`src/rtl/score_draw_ctrl.sv`:
```
// Renders a latched binary score as NUM_DIGITS glyphs on the VGA plot port.
// The score is converted to BCD, then every glyph pixel is read and plotted one ROM latency later.
module score_draw_ctrl #(
   parameter int         NUM_DIGITS    = 4,
   parameter logic [7:0] X0            = 8'd0,
   parameter logic [6:0] Y0            = 7'd0,
   parameter bit         BLANK_LEADING = 1'b1
) (
   input  logic        clock,
   input  logic        reset,
   input  logic        start,
   input  logic [13:0] score,
   output logic        busy,
   output logic        done,
   output logic [4:0]  glyph_id,
   output logic [3:0]  glyph_i,
   output logic [6:0]  glyph_j,
   input  logic [14:0] glyph_colour,
   output logic [7:0]  vga_x,
   output logic [6:0]  vga_y,
   output logic [2:0]  vga_colour,
   output logic        plot
);

   localparam int            DW     = (NUM_DIGITS > 1) ? $clog2(NUM_DIGITS) : 1;
   localparam logic [DW-1:0] D_LAST = DW'(NUM_DIGITS - 1);

   localparam logic [2:0] S_IDLE    = 3'd0;
   localparam logic [2:0] S_CONVERT = 3'd1;
   localparam logic [2:0] S_DRAW    = 3'd2;
   localparam logic [2:0] S_FLUSH   = 3'd3;
   localparam logic [2:0] S_DONE    = 3'd4;

   logic [2:0]    r_state;
   logic [3:0]    r_cnt;
   logic [29:0]   r_dd;
   logic [DW-1:0] r_d;
   logic [4:0]    r_j;
   logic [3:0]    r_i;
   logic          r_plot;
   logic [7:0]    r_x;
   logic [6:0]    r_y;
   logic          r_blank;

   logic [29:0]   w_dd_adj;
   logic [29:0]   w_dd_shift;
   logic [15:0]   w_bcd;
   logic [3:0]    w_digit;
   logic          w_blank;
   logic [7:0]    w_x;
   logic [6:0]    w_y;
   logic          w_draw;
   logic          w_unused;

   // {BCD[15:0], binary[13:0]}; after 14 shifts the binary half is empty.
   assign w_bcd = r_dd[29:14];

   always_comb begin
      w_dd_adj = r_dd;
      for (int k = 0; k < 4; k++) begin
         if (r_dd[14+4*k +: 4] >= 4'd5)
            w_dd_adj[14+4*k +: 4] = r_dd[14+4*k +: 4] + 4'd3;
      end
      w_dd_shift = {w_dd_adj[28:0], 1'b0};
   end

   // Digit 0 is the most significant; digits beyond the 4 BCD nibbles read as 0.
   always_comb begin
      logic [15:0] v_sh;
      logic [3:0]  v_nib;
      w_digit = 4'd0;
      w_blank = BLANK_LEADING;
      v_sh    = 16'd0;
      v_nib   = 4'd0;
      for (int k = 0; k < NUM_DIGITS; k++) begin
         v_sh  = w_bcd >> (4 * (NUM_DIGITS - 1 - k));
         v_nib = v_sh[3:0];
         if (DW'(k) == r_d)
            w_digit = v_nib;
         if ((k <= int'(r_d)) && (v_nib != 4'd0))
            w_blank = 1'b0;
      end
      if (r_d == D_LAST)
         w_blank = 1'b0;
   end

   assign w_draw = (r_state == S_DRAW);
   assign w_x    = X0 + 8'({r_d, 4'b0000}) + {4'b0000, r_i};
   assign w_y    = Y0 + {2'b00, r_j};

   always_ff @(posedge clock) begin
      if (reset) begin
         r_state <= S_IDLE;
         r_cnt   <= 4'd0;
         r_dd    <= 30'd0;
         r_d     <= '0;
         r_j     <= 5'd0;
         r_i     <= 4'd0;
         r_plot  <= 1'b0;
         r_x     <= 8'd0;
         r_y     <= 7'd0;
         r_blank <= 1'b0;
      end else begin
         r_plot  <= w_draw;
         r_x     <= w_draw ? w_x : 8'd0;
         r_y     <= w_draw ? w_y : 7'd0;
         r_blank <= w_draw & w_blank;
         case (r_state)
            S_IDLE: begin
               if (start) begin
                  r_dd    <= {16'd0, (score > 14'd9999) ? 14'd9999 : score};
                  r_cnt   <= 4'd0;
                  r_state <= S_CONVERT;
               end
            end
            S_CONVERT: begin
               r_dd  <= w_dd_shift;
               r_cnt <= r_cnt + 4'd1;
               if (r_cnt == 4'd13)
                  r_state <= S_DRAW;
            end
            S_DRAW: begin
               r_i <= r_i + 4'd1;
               if (r_i == 4'd15) begin
                  r_j <= r_j + 5'd1;
                  if (r_j == 5'd31) begin
                     if (r_d == D_LAST) begin
                        r_d     <= '0;
                        r_state <= S_FLUSH;
                     end else begin
                        r_d <= r_d + 1'b1;
                     end
                  end
               end
            end
            S_FLUSH: r_state <= S_DONE;
            S_DONE:  r_state <= S_IDLE;
            default: r_state <= S_IDLE;
         endcase
      end
   end

   assign busy       = (r_state == S_CONVERT) || (r_state == S_DRAW) || (r_state == S_FLUSH);
   assign done       = (r_state == S_DONE);
   assign glyph_id   = w_draw ? {1'b0, w_digit} : 5'd0;
   assign glyph_i    = r_i;
   assign glyph_j    = {2'b00, r_j};
   assign plot       = r_plot;
   assign vga_x      = r_x;
   assign vga_y      = r_y;
   assign vga_colour = (r_plot && !r_blank) ? glyph_colour[2:0] : 3'b000;
   assign w_unused   = ^glyph_colour[14:3];

endmodule
```
`config.mk`:
```
export PLATFORM = sky130hd
export DESIGN_NAME = score_draw_ctrl
export DESIGN_NICKNAME = d
export VERILOG_FILES = /design/src/rtl/score_draw_ctrl.sv
export SDC_FILE = /design/constraint.sdc
export NUM_CORES = 1
export LEC_CHECK = 0
export CORE_ASPECT_RATIO = 0.9
export CORE_UTILIZATION = 40
export DETAILED_ROUTE_END_ITERATION = 10
export PLACE_DENSITY = 0.68
export SLEW_MARGIN = 25
export SYNTH_ARGS = -nofsm -noshare
export SYNTH_HDL_FRONTEND = slang
export SYNTH_SLANG_ARGS = --single-unit
```
`constraint.sdc`:
```
create_clock -name clock -period 1.3 [get_ports clock]
set_input_delay 0.13 -clock clock [delete_from_list [all_inputs] [get_ports clock]]
set_output_delay 0.13 -clock clock [all_outputs]
set_load 0.03 [all_outputs]
```
==> results of run 1 <==
[where the power goes]
part	internal, µW	total [µW]	leakage, µW	switching, µW
logic	241	476	0.00144	235
clock network	1320	2120	0.000119	797
registers	1900	1930	0.000504	26.6
[worst reg2reg max path, delay by kind of cell (launching register included)]
family	cells	cell delay, ns
buffers and inverters	2	0.26
AOI/OAI and AO/OA	2	0.20
DFF	1	0.34
and+or+nand+nor	2	0.73
[flip-flops by register name, summed over array words and instances (netlist names)]
register,flops
r_j,5
vga_x,6
r_cnt,4
r_state,3
r_d,2
glyph_i,4
plot,1
r_blank,1
r_dd,30
vga_y,5
[how the worst max path moves through the flow]
stage / startpoint / endpoint / slack [ns] / cells after the start
after global placement: start / r_dd[23] / -0.43 / 5
after floorplan: r_j[0] / r_d[0] / -0.13 / 6
after CTS: r_d[0] / glyph_id[2] / -0.44 / 7
after detailed placement: start / r_dd[28] / -0.52 / 5
after global routing: r_d[1] / glyph_id[0] / -0.54 / 7
final: r_d[1] / glyph_id[3] / -0.47 / 7
[per-layer routing]
metal	share of wire (%)	GRT usage (%)	wire (µm)
met1	41	25.07	3635
met5	0	0	0
met3	4.7	6.341	420
met2	51	39.37	4526
met4	3.0	7.413	269
[per-stage QoR]
step	hold WS, ns	setup TNS, ns	cell area (µm²)
final	0.3779	-11.96	5055
after global routing	0.4076	-15.83	5055
after CTS	0.3793	-9.599	4723
after detailed placement	0.4627	-16.11	4069
after global placement	0.4573	-13.26	4069
after floorplan	0.2944	-0.9038	3188
[cell type report]
cell class	instances	area (µm²)	area share [%]
multi-input combinational	246	2074	41.04
timing repair buffer	137	1308	25.87
sequential	61	1255	24.83
clock buffer	10	137.6	2.723
tap	93	116.4	2.302
clock inverter	6	110.1	2.178
inverter	13	53.80	1.064
[kinds of logic (layout without fill, tap and decap cells)]
logic type               Yosys count  in the layout  synth area share [%]
adder cells (fa/ha/maj)           18             18                 7.447
AND/OR/NAND/NOR                  125            126                 22.76
multiplexers                       6              6                 2.027
flip-flops                        61             61                 40.38
other                              1              7                0.1240
AO/OA/AOI/OAI                     76             76                 16.47
buffers and inverters             38            166                 7.033
XOR/XNOR                          13             13                 3.765
[cells in the final DEF (no fill, tap or decap), types with 12 or more instances in the layout]
cell type / netlist / routed
buf_4: 7 / 57
a21oi_2: 2 / 17
clkdlybuf4s50_1: 0 / 19
and2_1: 13 / 12
buf_6: 5 / 34
dlygate4sd2_1: 0 / 12
nor2_1: 39 / 28
dfxtp_1: 61 / 44
dfxtp_2: 0 / 12
[what timing repair did]
action / in CTS / in global routing
gates resized for setup: 109 / 68
setup buffers: 12 / 11
pin swaps: 39 / 33
hold endpoints to repair: 0 / 0
setup endpoints to repair: 83 / 74
gates cloned: 2 / 3
==> metrics.csv, run 1 <==
stage,metric,value,unit
logic_synthesis,sequential fraction of the synthesis area,40.38,%
logic_synthesis,"EDFF count, synth",0,
finish,final cell count without fillers,566,
detailed_routing,Starting DRT DRC Count,132,
detailed_routing,Post-Route WL,8.852,mm
global_routing,GRT overflow,0,
placement,pre-CTS setup slack,-0.5186,ns
clocking,H-tree Lvls,3,
setup_path,max incr delay on CP,0.38,ns
logic_synthesis,post-synth top area share,40.38,%
clocking,CTS Root Cell,clkbuf_8,
setup_path,Worst Setup End Kind,primary output,
logic_synthesis,Yosys cell types,48,
logic_synthesis,post-synth top area cell,dfxtp_1,
logic_synthesis,Avg Synthesized Cell Area,8.947,µm²
floorplan,I/O pin cnt,69,
clocking,hold buffers post-CTS,0,
logic_synthesis,Post-synth ARST share,0,%
clocking,CTS tree,done,
logic_synthesis,most common cell in the netlist,dfxtp_1,
setup_path,CP Max Fanout,5,
detailed_routing,Routed WL per cell,15.64,µm
worst_hold_path,hold wc startpoint,score[2],
logic_synthesis,Synth Cell Area,3024,µm²
detailed_routing,routed vias,2946,
detailed_routing,DR pass1 iterations,4,
sta,fmax,0.5663,GHz
global_routing,largest net degree at the start of global routing,24,
logic_synthesis,Yosys warnings,0,
logic_synthesis,most common library cells after synthesis,"61 x dfxtp_1, 39 x nor2_1, 26 x a21oi_1, 18 x ha_1, 16 x nand2_1",
setup_path,worst reg-to-reg setup slack,-0.30,ns
logic_synthesis,Post-Syn Instances,338,
clocking,Bufs on Longest Clock Path,2,
floorplan,chip height,84.49,µm
setup_path,"CP delay by family, top",buffers and inverters,
finish,layout cell share with drive strength beyond 1,49.68,%
sta,# setup viols final,63,
detailed_routing,DRT antenna net count,0,
sta,"Period Utilization, post-route",135.8,%
clocking,Worst-Skew Late Latency,0.36,ns
setup_path,critical-path cell list,"buf_12, ha_4, buf_8, a21oi_2, a22oi_2, nor2_2, buf_6",
pwr,power density over the cells,894.2,nW/µm²
logic_synthesis,Synth area leaders,"dfxtp_1 40%, ha_1 7.4%, nor2_1 4.8%",
clocking,total CTS buffers,9,
sta,Clock Skews,0.01271,ns
setup_path,critical path required time,1.17,ns
finish,Nets,518,
setup_path,CP arrival,1.64,ns
worst_hold_path,hold depth,3,
setup_path,R2R Path End,r_dd[12],
placement,routability cong.,0.7990,
finish,final core occ,70.36,%
worst_hold_path,Hold Crit Class,input port to flip-flop,
global_routing,All-Layer GR Usage,22.06,%
setup_path,Setup Crit Path Kind,flip-flop to primary output,
setup_path,"Slowest-stage cell, CP",dfxtp_4,
setup_path,reg-to-reg startpoint,r_state[1],
logic_synthesis,"Top FF cell, synth",dfxtp_1,
global_routing,initial antenna violation count,0,
setup_path,startpoint types,flip-flop,
placement,DP HPWL,5.431,mm
sta,Final Max Slew Viols,0,
finish,n_diodes,0,
run_status,status,"finished, violations left",
global_routing,first-pass GRT wire length,13.56,mm
job,Max-Cap Viols,0,
floorplan,Initial Utilization,42.09,%
sta,RSZ-0062 raised after global routing,yes,
floorplan,die area,7913,µm²
sta,post-route setup slack,-0.4659,ns
logic_synthesis,Yosys reg bits,61,
global_routing,vias in the first global route,2934,
placement,Post-Place Cells,523,
setup_path,CP Buf/Inv Count,3,
setup_path,worst reg2reg path depth,6,
finish,Fillers,515,
floorplan,Core Region,7184,µm²
worst_hold_path,Worst Hold Endpoint,r_dd[2],
sta,shortest period the worst path allows,1.766,ns
pwr,P_leak,0.002065,µW
floorplan,FP Rows,29,
detailed_routing,Via density,5.205,
run_status,failing checks,negative setup slack,
floorplan,die width,93.66,µm
pwr,Total Power,4520,µW
placement,Port-buffer cells,49,
detailed_routing,DR DRC count,0,
pwr,Max VDD drop,0.9037,mV
clocking,clock transition at the registers of the reported paths,0.07,ns
finish,Synth-to-Final Area Change,67.15,%
sta,Hold Fails Final Rpt,0,
clocking,clk sinks,61,
Note: power is estimated with default switching activity, not from simulation.
==> inputs of run 2 (changes only) <==
--- a/config.mk
+++ b/config.mk
@@ -9,7 +9,6 @@
 export CORE_UTILIZATION = 40
 export DETAILED_ROUTE_END_ITERATION = 10
 export PLACE_DENSITY = 0.68
-export SLEW_MARGIN = 25
 export SYNTH_ARGS = -nofsm -noshare
 export SYNTH_HDL_FRONTEND = slang
 export SYNTH_SLANG_ARGS = --single-unit
==> results of run 2 <==
No change in the layout: final DEF, timing and power equal those of run 1.
